$ cat src/rtl/mem_pkg.sv
// Shared definitions for the instruction/data RAM port arbiter:
// requester command codes, arbiter FSM states and default widths.
package mem_pkg;

  localparam int unsigned AW_DEFAULT = 9;
  localparam int unsigned DW_DEFAULT = 16;

  localparam logic [1:0] MNONE    = 2'b00;
  localparam logic [1:0] MREAD    = 2'b01;
  localparam logic [1:0] MWRITE   = 2'b11;
  localparam logic [1:0] MILLEGAL = 2'b10;

  typedef enum logic [1:0] {
    StIdle   = 2'b00,
    StAccess = 2'b01,
    StDone   = 2'b10
  } arb_state_e;

  function automatic logic cmd_valid(input logic [1:0] cmd);
    return (cmd == MREAD) || (cmd == MWRITE);
  endfunction

endpackage

$ cat src/rtl/arb_rr2.sv
// Combinational two-way round-robin picker: on a tie the requester that did
// not win last time is chosen.
module arb_rr2 (
  input  logic [1:0] valid,
  input  logic       last,
  output logic       grant_valid,
  output logic       grant_id
);

  always_comb begin
    grant_valid = |valid;
    case (valid)
      2'b11:   grant_id = ~last;
      2'b10:   grant_id = 1'b1;
      default: grant_id = 1'b0;
    endcase
  end

endmodule

$ cat src/rtl/mem_port_arbiter.sv
// Shares the single-port RAM between the CPU (requester 0) and the loader
// (requester 1); one access per grant, finished by a one-cycle ack.
module mem_port_arbiter
  import mem_pkg::*;
#(
  parameter int unsigned AW = AW_DEFAULT,
  parameter int unsigned DW = DW_DEFAULT
) (
  input  logic          clk,
  input  logic          reset,
  input  logic [1:0]    cmd0,
  input  logic [1:0]    cmd1,
  input  logic [AW-1:0] addr0,
  input  logic [AW-1:0] addr1,
  input  logic [DW-1:0] wdata0,
  input  logic [DW-1:0] wdata1,
  output logic          ack0,
  output logic          ack1,
  output logic [DW-1:0] rdata,
  output logic          err,
  output logic [AW-1:0] ram_addr,
  output logic [DW-1:0] ram_din,
  output logic          ram_write,
  input  logic [DW-1:0] ram_dout
);

  arb_state_e    state_q, state_d;
  logic          last_q, last_d;
  logic          win_id_q, win_id_d;
  logic          win_wr_q, win_wr_d;
  logic [AW-1:0] ram_addr_q, ram_addr_d;
  logic [DW-1:0] ram_din_q, ram_din_d;
  logic          ram_write_q, ram_write_d;
  logic          ack0_q, ack0_d;
  logic          ack1_q, ack1_d;
  logic          err_q, err_d;
  logic [DW-1:0] rdata_q, rdata_d;

  logic [1:0]    valid;
  logic          grant_valid;
  logic          grant_id;

  assign valid = {cmd_valid(cmd1), cmd_valid(cmd0)};

  arb_rr2 u_arb_rr2 (
    .valid       (valid),
    .last        (last_q),
    .grant_valid (grant_valid),
    .grant_id    (grant_id)
  );

  always_comb begin
    state_d     = state_q;
    last_d      = last_q;
    win_id_d    = win_id_q;
    win_wr_d    = win_wr_q;
    ram_addr_d  = ram_addr_q;
    ram_din_d   = ram_din_q;
    ram_write_d = 1'b0;
    ack0_d      = 1'b0;
    ack1_d      = 1'b0;
    err_d       = 1'b0;
    rdata_d     = rdata_q;

    case (state_q)
      StIdle: begin
        err_d = (cmd0 == MILLEGAL) || (cmd1 == MILLEGAL);
        if (grant_valid) begin
          state_d     = StAccess;
          last_d      = grant_id;
          win_id_d    = grant_id;
          win_wr_d    = grant_id ? (cmd1 == MWRITE) : (cmd0 == MWRITE);
          ram_addr_d  = grant_id ? addr1 : addr0;
          ram_din_d   = grant_id ? wdata1 : wdata0;
          ram_write_d = win_wr_d;
        end
      end
      StAccess: begin
        state_d = StDone;
        ack0_d  = ~win_id_q;
        ack1_d  = win_id_q;
      end
      StDone: begin
        state_d = StIdle;
        if (!win_wr_q) rdata_d = ram_dout;
      end
      default: state_d = StIdle;
    endcase
  end

  always_ff @(posedge clk or posedge reset) begin
    if (reset) begin
      state_q     <= StIdle;
      last_q      <= 1'b1;
      win_id_q    <= 1'b0;
      win_wr_q    <= 1'b0;
      ram_addr_q  <= '0;
      ram_din_q   <= '0;
      ram_write_q <= 1'b0;
      ack0_q      <= 1'b0;
      ack1_q      <= 1'b0;
      err_q       <= 1'b0;
      rdata_q     <= '0;
    end else begin
      state_q     <= state_d;
      last_q      <= last_d;
      win_id_q    <= win_id_d;
      win_wr_q    <= win_wr_d;
      ram_addr_q  <= ram_addr_d;
      ram_din_q   <= ram_din_d;
      ram_write_q <= ram_write_d;
      ack0_q      <= ack0_d;
      ack1_q      <= ack1_d;
      err_q       <= err_d;
      rdata_q     <= rdata_d;
    end
  end

  assign ack0      = ack0_q;
  assign ack1      = ack1_q;
  assign err       = err_q;
  assign ram_addr  = ram_addr_q;
  assign ram_din   = ram_din_q;
  assign ram_write = ram_write_q;

  // ram_dout is already a RAM register; passing it through during a read ack
  // lets rdata line up with the ack, and rdata_q holds it afterwards.
  assign rdata = (state_q == StDone && !win_wr_q) ? ram_dout : rdata_q;

endmodule

$ cat config.mk
export PLATFORM = sky130hd
export DESIGN_NAME = mem_port_arbiter
export DESIGN_NICKNAME = d
export VERILOG_FILES = /design/src/rtl/mem_pkg.sv /design/src/rtl/arb_rr2.sv /design/src/rtl/mem_port_arbiter.sv
export SDC_FILE = /design/constraint.sdc
export NUM_CORES = 1
export LEC_CHECK = 0
export ABC_AREA = 1
export CAP_MARGIN = 0
export CORE_MARGIN = 3
export CORE_UTILIZATION = 44
export DETAILED_ROUTE_END_ITERATION = 10
export HOLD_SLACK_MARGIN = 0.03
export PLACE_DENSITY_LB_ADDON = 0.08
export SYNTH_ARGS = -nofsm -noshare
export SYNTH_HDL_FRONTEND = slang
export SYNTH_SLANG_ARGS = --single-unit
$ cat constraint.sdc
create_clock -name clk -period 2.42 [get_ports clk]
set_input_delay 0.363 -clock clk [delete_from_list [all_inputs] [get_ports clk]]
set_output_delay 0.363 -clock clk [all_outputs]
set_load 0.01 [all_outputs]
==> results <==
==> per-stage QoR <==
stage / total power (uW) / area (um2) / cells / hold WS [ns]
floorplan: 2510 / 2440 / 321 / 0.408
global placement: 3550 / 3630 / 496 / 0.417
detailed placement: 3600 / 3630 / 496 / 0.422
CTS: 4140 / 3730 / 504 / 0.412
global route: 4460 / 3770 / 507 / 0.436
finish: 4150 / 3770 / 507 / 0.403
==> metal layers <==
metal | up-vias | global-route usage
met2 | 83 | 0.354
met3 | 8 | 0.0684
met1 | 1110 | 0.237
met4 | 0 | 0.0541
li1 | 1201 | -
met5 | - | 0
==> area by class of cell <==
type | count | area (um2) | share of cell area
flip-flops and latches | 50 | 1250 | 0.332
repair buffers | 124 | 1230 | 0.327
multi-input cells | 196 | 872 | 0.231
inverters | 59 | 223 | 0.0591
well taps | 70 | 87.6 | 0.0232
clock buffers | 6 | 82.6 | 0.0219
clock inverters | 2 | 17.5 | 0.00465
==> worst paths after layout <==
kind	endpoint	slack [ns]	cells past startpoint	start
hold reg to reg	ack0$_DFF_PP0_	0.43	1	win_id_q$_DFFE_PP0P_
hold / removal	ram_din[6]$_DFFE_PP0P_	0.40	2	reset
max in group asynchronous	last_q$_DFFE_PP1P_	1.43	3	reset
setup reg to reg	ram_din[15]$_DFFE_PP0P_	0.75	6	state_q[0]$_DFFE_PP0P_
min in group clk	ack0$_DFF_PP0_	0.43	1	win_id_q$_DFFE_PP0P_
setup / recovery	rdata[3]	0.14	5	state_q[0]$_DFFE_PP0P_
==> cell usage in the layout, fill, tap and decap left out, drive strengths merged <==
master         Yosys  routed
a21oi              1       1
inv               59      58
o21ai              1       1
nor2               4       4
or2                1       1
dfrtp             49      49
buf               16       8
clkbuf             0       6
dfstp              1       1
nand3             68      68
nor3               2       2
clkinv             0       3
nand2            119     119
clkdlybuf4s50      0     116
==> critical path, stage by stage, from the launching register on <==
cell,delay (ns)
dfrtp_1,0.35
clkinv_2,0.28
nand2_8,0.25
nand2_1,0.08
nand2_1,0.09
clkdlybuf4s50_1,0.54
==> power groups by stage <==
stage,Clock (uW),Combinational [uW],Sequential [uW]
finish,528,2190,1430
global route,580,2410,1470
CTS,547,2170,1430
detailed placement,0,2160,1440
global placement,0,2120,1430
floorplan,0,975,1530
==> timing repair <==
action	CTS	global route
buffers inserted	0	3
gates resized for setup	0	3
setup endpoints to repair	0	15
==> kinds of logic (layout without fill, tap and decap cells) <==
group,count (synthesis),count (layout)
flip-flops,50,50
AND/OR/NAND/NOR,194,194
AO/OA/AOI/OAI,2,2
buffers and inverters,75,191
==> sequential cells by signal, summed over array words and instances, names as in the netlist <==
register / cells
ack0: 1
ack1: 1
err: 1
last_q: 1
ram_addr: 9
ram_din: 16
ram_write: 1
rdata_q: 16
state_q: 2
win_id_q: 1
win_wr_q: 1
==> run metrics <==
FP Rows 26; drt wl/cell 12.8 um; Post-DRT Antenna Nets 0; Clock transition at path regs 0.10 ns; P per Cell Area 1100 mW/mm2; post-synthesis net count 393; met3 WL 554 um; setup tns final 0 ns; NetSw 1580 uW; largest area contributor in the synthesized netlist dfrtp_1; count leader, synth nand2_1; Post-Synth Adder-Cell Area 0; status finished clean; Avg Inst Size Synth 7.60 um2; H-tree lvl count 2; switch share 0.380; critical path class register to primary output; Antenna Diode Count 0; RSZ-0062 raised after global routing no; hold buffers post-CTS 0; first-pass GRT wire length 10200 um; Met1 Routed Length 2660 um; Worst EP arrival 1.91 ns; via count 2402; Unique masters post-synth 17; DR pass1 iterations 4; highest clock rate 440 MHz; Clock Root Buffer clkbuf_8; max-slew violations 0; Post-synth EDFFs 0; grt ovf 0; vias in the first global route 2229; Worst Skew 0.00988 ns; CTS sink count 50; Die Ht 80.5 um; part of the cycle the worst path needs 0.940; Chip Width 80.5 um; Yosys top cell area share 0.502; Async SR Flop Fraction 1.00; met2 wire len 3190 um; area growth from synthesis to layout 54.4%; Num CTS Buffers 5; largest net degree at the start of global routing 29; Seq/Total Area, Yosys 0.513; fin crit period 2.28 ns; share of layout cells above drive strength 1 0.0641; Top Ports 117; DRC Markers 0; initial antenna violation count 0; area share of xor/xnor cells in the synthesized design 0; worst slack at placement 0.423 ns; core region area 0.00524 mm2; Finished Core Util 0.720; later-pin clock latency in the skew report 0.31 ns; CP max FO 21; Leakage 0.00198 uW; GRT Total Usage 0.203; CTS tree built; DR vias/cell 4.74; mux cell area share after synthesis 0; Clock Power Share 0.127; Post-synth top flop dfrtp_1; die area 0.00648 mm2; Max-slew headroom 0.658; fin worst setup slack 0.145 ns; crit start category register; Gate Count Post-Synth 321; max cap viols 0; complex-gate fraction of the synthesized area 0.00410; Longest Clk Path Bufs 2; largest family of logic cells by synthesized area simple AND/OR/NAND/NOR gates; DR iter-0 viols 101; Final nets 508; Ys Warns 0; Logic pwr share 0.529; Fill cells 439; HP Class input port to asynchronous set/reset pin; dpl hpwl 4670 um; Worst Setup End Kind primary output; Worst-Margin Slew 0.512 ns; Synth Area in Simple Gates 0.348; final setup vio count 0; synth top area cells dfrtp_1, nand2_1, nand3_1; IO Port Bufs 116; Top Layer Used met4; top post-synthesis cells by count nand2_1, nand3_1, inv_1; Flop pwr share 0.344; Fin. Hold Viols 0; internal power 2570 uW; GPL Wtd Cong 0.759; synthesized flop and latch total 50; Starting Density 0.466; routed wire length 6470 um; CP required 2.06 ns; Max VDD drop 527 uV; mapped cell area 0.00244 mm2
Note: power is estimated with default switching activity, not from simulation.
